## src/rtl/led_pattern_seq.sv

```systemverilog
// led_pattern_seq: multi-channel programmable LED blink sequencer.
// Each channel replays a stored list of (level, duration) segments, either
// once or looping, paced by a single tick shared by all channels.
// led, busy and done are registered; nothing combinational reaches the pins.
module led_pattern_seq #(
    parameter int unsigned CLK_FREQ       = 48_000_000,
    parameter int unsigned TICK_HZ        = 1000,
    parameter int unsigned NUM_CH         = 4,
    parameter int unsigned DEPTH          = 8,
    parameter int unsigned DUR_W          = 16,
    parameter int unsigned LED_ACTIVE_LOW = 1,
    localparam int unsigned CH_W          = (NUM_CH > 1) ? $clog2(NUM_CH) : 1,
    localparam int unsigned IDX_W         = (DEPTH > 1) ? $clog2(DEPTH) : 1
) (
    input  logic               clk,
    input  logic               rst_n,
    input  logic               wr_en,
    input  logic [CH_W-1:0]    wr_ch,
    input  logic [IDX_W-1:0]   wr_idx,
    input  logic               wr_level,
    input  logic [DUR_W-1:0]   wr_dur,
    input  logic               cfg_en,
    input  logic [CH_W-1:0]    cfg_ch,
    input  logic [IDX_W:0]     cfg_len,
    input  logic               cfg_repeat,
    input  logic [NUM_CH-1:0]  start,
    input  logic [NUM_CH-1:0]  stop,
    output logic [NUM_CH-1:0]  led,
    output logic [NUM_CH-1:0]  busy,
    output logic [NUM_CH-1:0]  done
);

    localparam int unsigned DIV     = CLK_FREQ / TICK_HZ;
    localparam int unsigned PS_W    = (DIV > 1) ? $clog2(DIV) : 1;
    localparam int unsigned LEN_W   = IDX_W + 1;
    localparam logic        LED_OFF = (LED_ACTIVE_LOW != 0);

    typedef enum logic {
        ST_IDLE,
        ST_RUN
    } ch_state_t;

    // Prescaler
    logic [PS_W-1:0]   ps_q;
    logic              tick;

    // Pattern memory and per-channel configuration
    logic [DUR_W-1:0]  mem_dur [NUM_CH][DEPTH];
    logic [DEPTH-1:0]  mem_lvl [NUM_CH];
    logic [LEN_W-1:0]  len_q   [NUM_CH];
    logic [NUM_CH-1:0] rep_q;
    logic              wr_ok;
    logic              cfg_ok;

    // Channel sequencer state
    ch_state_t         state_q [NUM_CH];
    ch_state_t         state_d [NUM_CH];
    logic [IDX_W-1:0]  idx_q   [NUM_CH];
    logic [IDX_W-1:0]  idx_d   [NUM_CH];
    logic [DUR_W-1:0]  rem_q   [NUM_CH];
    logic [DUR_W-1:0]  rem_d   [NUM_CH];
    logic [NUM_CH-1:0] load;
    logic [NUM_CH-1:0] load_lvl;
    logic [NUM_CH-1:0] fin;

    // Registered outputs and their next values
    logic [NUM_CH-1:0] led_q;
    logic [NUM_CH-1:0] busy_q;
    logic [NUM_CH-1:0] done_q;
    logic [NUM_CH-1:0] led_d;
    logic [NUM_CH-1:0] busy_d;
    logic [NUM_CH-1:0] done_d;

    // A stored duration of zero still plays for one tick.
    function automatic logic [DUR_W-1:0] eff_dur(input logic [DUR_W-1:0] d);
        return (d == '0) ? DUR_W'(1) : d;
    endfunction

    assign tick   = (ps_q == PS_W'(DIV - 1));
    assign wr_ok  = wr_en && (32'(wr_ch) < NUM_CH) && (32'(wr_idx) < DEPTH);
    assign cfg_ok = cfg_en && (32'(cfg_ch) < NUM_CH) && (32'(cfg_len) <= DEPTH);

    // Free-running prescaler, wraps at DIV-1; tick marks the wrap cycle.
    always_ff @(posedge clk or negedge rst_n) begin
        if (!rst_n) begin
            ps_q <= '0;
        end else if (tick) begin
            ps_q <= '0;
        end else begin
            ps_q <= ps_q + PS_W'(1);
        end
    end

    // Pattern memory; writes are accepted at any time, out-of-range ones dropped.
    always_ff @(posedge clk or negedge rst_n) begin
        if (!rst_n) begin
            for (int unsigned c = 0; c < NUM_CH; c++) begin
                mem_lvl[c] <= '0;
                for (int unsigned k = 0; k < DEPTH; k++) begin
                    mem_dur[c][k] <= '0;
                end
            end
        end else if (wr_ok) begin
            mem_dur[wr_ch][wr_idx] <= wr_dur;
            mem_lvl[wr_ch][wr_idx] <= wr_level;
        end
    end

    // Per-channel length and repeat mode; lengths above DEPTH are dropped.
    always_ff @(posedge clk or negedge rst_n) begin
        if (!rst_n) begin
            rep_q <= '0;
            for (int unsigned c = 0; c < NUM_CH; c++) begin
                len_q[c] <= '0;
            end
        end else if (cfg_ok) begin
            len_q[cfg_ch] <= cfg_len;
            rep_q[cfg_ch] <= cfg_repeat;
        end
    end

    // Channel state register: FSM state, segment index, remaining ticks.
    always_ff @(posedge clk or negedge rst_n) begin
        if (!rst_n) begin
            for (int unsigned c = 0; c < NUM_CH; c++) begin
                state_q[c] <= ST_IDLE;
                idx_q[c]   <= '0;
                rem_q[c]   <= '0;
            end
        end else begin
            for (int unsigned c = 0; c < NUM_CH; c++) begin
                state_q[c] <= state_d[c];
                idx_q[c]   <= idx_d[c];
                rem_q[c]   <= rem_d[c];
            end
        end
    end

    // Next-state logic: stop beats start, start beats tick handling.
    // load/load_lvl flag a segment being (re)loaded so its level reaches led.
    always_comb begin
        for (int unsigned c = 0; c < NUM_CH; c++) begin
            state_d[c]  = state_q[c];
            idx_d[c]    = idx_q[c];
            rem_d[c]    = rem_q[c];
            load[c]     = 1'b0;
            load_lvl[c] = 1'b0;
            fin[c]      = 1'b0;
            if (stop[c]) begin
                state_d[c] = ST_IDLE;
            end else if (start[c] && (len_q[c] != '0)) begin
                state_d[c]  = ST_RUN;
                idx_d[c]    = '0;
                rem_d[c]    = eff_dur(mem_dur[c][0]);
                load[c]     = 1'b1;
                load_lvl[c] = mem_lvl[c][0];
            end else if ((state_q[c] == ST_RUN) && tick) begin
                if (rem_q[c] > DUR_W'(1)) begin
                    rem_d[c] = rem_q[c] - DUR_W'(1);
                end else if (({1'b0, idx_q[c]} + LEN_W'(1)) >= len_q[c]) begin
                    // Length is re-read here, so a shrink mid-run ends or wraps now.
                    if (rep_q[c]) begin
                        idx_d[c]    = '0;
                        rem_d[c]    = eff_dur(mem_dur[c][0]);
                        load[c]     = 1'b1;
                        load_lvl[c] = mem_lvl[c][0];
                    end else begin
                        state_d[c] = ST_IDLE;
                        fin[c]     = 1'b1;
                    end
                end else begin
                    idx_d[c]    = idx_q[c] + IDX_W'(1);
                    rem_d[c]    = eff_dur(mem_dur[c][idx_q[c] + IDX_W'(1)]);
                    load[c]     = 1'b1;
                    load_lvl[c] = mem_lvl[c][idx_q[c] + IDX_W'(1)];
                end
            end
        end
    end

    // Output logic: level latched at segment load, OFF whenever idle.
    always_comb begin
        led_d  = led_q;
        busy_d = '0;
        done_d = fin;
        for (int unsigned c = 0; c < NUM_CH; c++) begin
            busy_d[c] = (state_d[c] == ST_RUN);
            if (state_d[c] == ST_IDLE) begin
                led_d[c] = LED_OFF;
            end else if (load[c]) begin
                led_d[c] = load_lvl[c] ^ LED_OFF;
            end
        end
    end

    // Output registers.
    always_ff @(posedge clk or negedge rst_n) begin
        if (!rst_n) begin
            led_q  <= {NUM_CH{LED_OFF}};
            busy_q <= '0;
            done_q <= '0;
        end else begin
            led_q  <= led_d;
            busy_q <= busy_d;
            done_q <= done_d;
        end
    end

    assign led  = led_q;
    assign busy = busy_q;
    assign done = done_q;

endmodule

```

## config.mk

```make
export PLATFORM = sky130hd
export DESIGN_NAME = led_pattern_seq
export DESIGN_NICKNAME = d
export VERILOG_FILES = /design/src/rtl/led_pattern_seq.sv
export SDC_FILE = /design/constraint.sdc
export NUM_CORES = 1
export LEC_CHECK = 0
export ABC_AREA = 1
export ABC_CLOCK_PERIOD_IN_PS = 4100
export BUFFER_PORTS_ARGS = -buffer_cell sky130_fd_sc_hd__buf_2
export CAP_MARGIN = 0
export CORE_UTILIZATION = 60
export DETAILED_ROUTE_END_ITERATION = 8
export HOLD_SLACK_MARGIN = 0.05
export PLACE_DENSITY = 0.76
export SLEW_MARGIN = 30
export SYNTH_ARGS = -nofsm -noshare
export SYNTH_HDL_FRONTEND = slang
export SYNTH_SLANG_ARGS = --single-unit
```

## constraint.sdc

```tcl
create_clock -name clk -period 4.1 [get_ports clk]
set_input_delay 0.82 -clock clk [delete_from_list [all_inputs] [get_ports clk]]
set_output_delay 0.82 -clock clk [all_outputs]
set_load 0.02 [all_outputs]
```

==> out/metrics.yaml <==
critical_path:
  r2r_slack_ns: 0.55
  worstPathMaxFanout: 24
  r2r_end: "rem_q[22]"
  critPathLaunchType: "register"
  reg2reg_depth: 15
  worst-endpoint-arrival_ns: 4.07
  crit_required_ns: 4.62
  slowest_delay_ns: 0.43
  rr_startpoint: "idx_q[3]"
  crit_slowest_cell: "xnor2_4"
  crit_path_end_kind: "register"
  cp_cell_sequence: "ha_1, xnor2_4, inv_1, ha_1, nand4_1, nand3_1, nand2_1, inv_1, nand2_1, nor2_1, nor2_4, inv_2, nor2_1, nand2_1, o21ai_0"
  crit_path_frequent_cell: "nand2_1"
  crit_type: "reg -> reg"
finish:
  final_cells: 5599
  area_growth_pct: 9.009
  drive_above_1_share: 0.06747
  final_common_cell: "nand2_1"
  final_cell_mix: "1773 x nand2_1, 724 x o21ai_0, 660 x dfrtp_1"
  layout.nets: 4851
  utilization: 0.6628
floorplan:
  io_pins: 53
  die_h_um: 243.8
  dieArea_mm2: 0.05944
  dieWidth_um: 243.8
  core-area_mm2: 0.05770
  start_util: 0.6080
  row_count: 88
logic_synthesis:
  syn_nets: 4916
  synth.avg_cell_area_um2: 7.239
  synth_compound_gate_area_share: 0.1379
  mappedNetlistArea_mm2: 0.03508
  yosysSeqAreaShare: 0.4766
  ys_types: 56
  synth_top_family_by_area: "simple AND/OR/NAND/NOR gates"
  synthArstFlopShare: 1.000
  synth-xor-area-share: 0.009487
  yosys_warnings: 0
  synth-simple-area-share: 0.2748
  synth-edff-count: 0
  synth_cells: 4846
  synth_fa_ha_area_frac: 0.01034
  ys_seq_elements: 668
  muxShareOfSynthArea: 0.0006063
  synth-main-ff-cell: "dfrtp_1"
global_routing:
  grt_pass1_vias: 29500
  grt_pass1_wl_mm: 161.4
  antenna_found_initial: 9
  grt_usage: 0.3386
  overflow: 0
  grt_max_degree: 97
placed_design:
  place_congestion: 0.8969
  port_buffers: 52
  place_ws_ns: 0.4160
  place_hpwl_mm: 62.96
  placed_cells: 5471
detailed_routing:
  drt_wl_total_mm: 98.30
  vias_per_cell: 5.643
  drtPass1Iterations: 6
  wl_per_cell_um: 17.56
  ant_nets: 0
  drc: 0
  drt-initial-drc-count: 3407
  vias: 31590
power_and_ir_drop:
  vdd_drop_max_mv: 0.4439
  power.density_mw_per_mm2: 690.3
  p_leak_nw: 19.10
run_status:
  status: "complete, no violations"
cts:
  h-tree-depth: 3
  hold_buffers: 0
  clk_latency_ns: 0.62
  clk_path_buf_depth: 3
  path_clk_slew_ns: 0.06
  cts_tree: "built"
  clock-root-buffer: "clkbuf_16"
  numClockSinks: 668
  cts_made_buffers: 73
timing:
  rsz0062_at_grt: "false"
  final.setup.tns_ns: 0
  hold-worst-slack_ns: 0.2164
  relSlewSlack: 0.3432
  finalSetupViolations: 0
  fin_ws_ns: 0.5512
  finClkSkew_ns: 0.01832
  clock.fmax_ghz: 0.2818
  worst_slew_pin_slew_ns: 0.9792
  finalHoldViolations: 0
  period_needed_ns: 3.549
  min_period_over_period: 0.8656
  drv_slew: 0
run:
  maxCapViolations: 0
min_path:
  hp-class: "in -> async"
[synth_stat cells, types with 29 or more instances]
master	count	area share
o211ai_1	33	0.0071
inv_1	519	0.056
nand3_1	245	0.035
a21oi_1	64	0.0091
nor2_1	249	0.027
o21ai_0	724	0.10
clkbuf_1	187	0.020
nor3_1	33	0.0047
nand2_1	1783	0.19
ha_1	29	0.010
dfrtp_1	664	0.47
buf_2	55	0.0078
[logic make-up after synthesis]
family          after synthesis
fa+ha+maj                    29
buf+inv                     804
mux                           2
flops                       668
compound gates              915
simple gates               2396
xor+xnor                     32
[routing by layer]
layer,part of all wire,GRT usage,vias to the layer above
met4,0.032,0.1138,12
met5,0.00075,0,-
met3,0.080,0.05023,201
met2,0.43,0.4977,1203
met1,0.45,0.5119,14990
li1,-,-,15190
[timing repair]
| item | CTS | global route |
|---|---|---|
| buffers inserted | 0 | 0 |
| resized for setup | 0 | 2 |
| setup endpoints to repair | 0 | 1 |
[worst max-delay path, delay by kind of cell (launching register included)]
kind                     cells  cell delay, ns
AND/OR/NAND/NOR              8            1.19
flip-flops                   1            0.40
adder cells (fa/ha/maj)      2            0.68
buffers and inverters        3            0.66
XOR/XNOR                     1            0.43
AO/OA/AOI/OAI                1            0.09
[flip-flops by register name (all words and copies together), names as in the netlist]
register and count:
mem_dur 512, rem_q 64, led 4, mem_lvl 32, len_q 16, ps_q 16, busy 4, idx_q 12
done 4, rep_q 4
[how the worst max path moves through the flow]
stage,startpoint,end,slack [ns]
2_1_floorplan,idx_q[6],rem_q[41],1.42
3_3_place_gp,idx_q[3],rem_q[26],0.47
3_5_place_dp,idx_q[3],rem_q[26],0.42
4_1_cts,idx_q[3],rem_q[26],0.39
5_1_grt,idx_q[3],rem_q[22],0.21
6_report,idx_q[3],rem_q[22],0.55
[area by class of cell]
class / count / area, µm²
fill: 5077 / 19450
sequential: 668 / 16730
multi-input combinational: 3374 / 15240
clock buffer: 106 / 2143
inverter: 541 / 2034
tap: 765 / 957.2
timing repair buffer: 123 / 915.9
clock inverter: 20 / 216.5
antenna: 2 / 5.005
[per-stage QoR]
| step | cell area (µm²) | total power, mW |
|---|---|---|
| after floorplan | 35080 | 16.64 |
| after global placement | 35820 | 19.42 |
| after detailed placement | 35840 | 19.58 |
| after CTS | 38200 | 26.26 |
| after global routing | 38240 | 28.29 |
| final | 38240 | 26.40 |
[power breakdown]
part | internal, mW | switching (mW)
sequential | 7.98 | 0.922
clock | 3.87 | 2.73
combinational | 3.31 | 7.59
total | 15.2 | 11.2
Power figures use the tool's default switching activity.
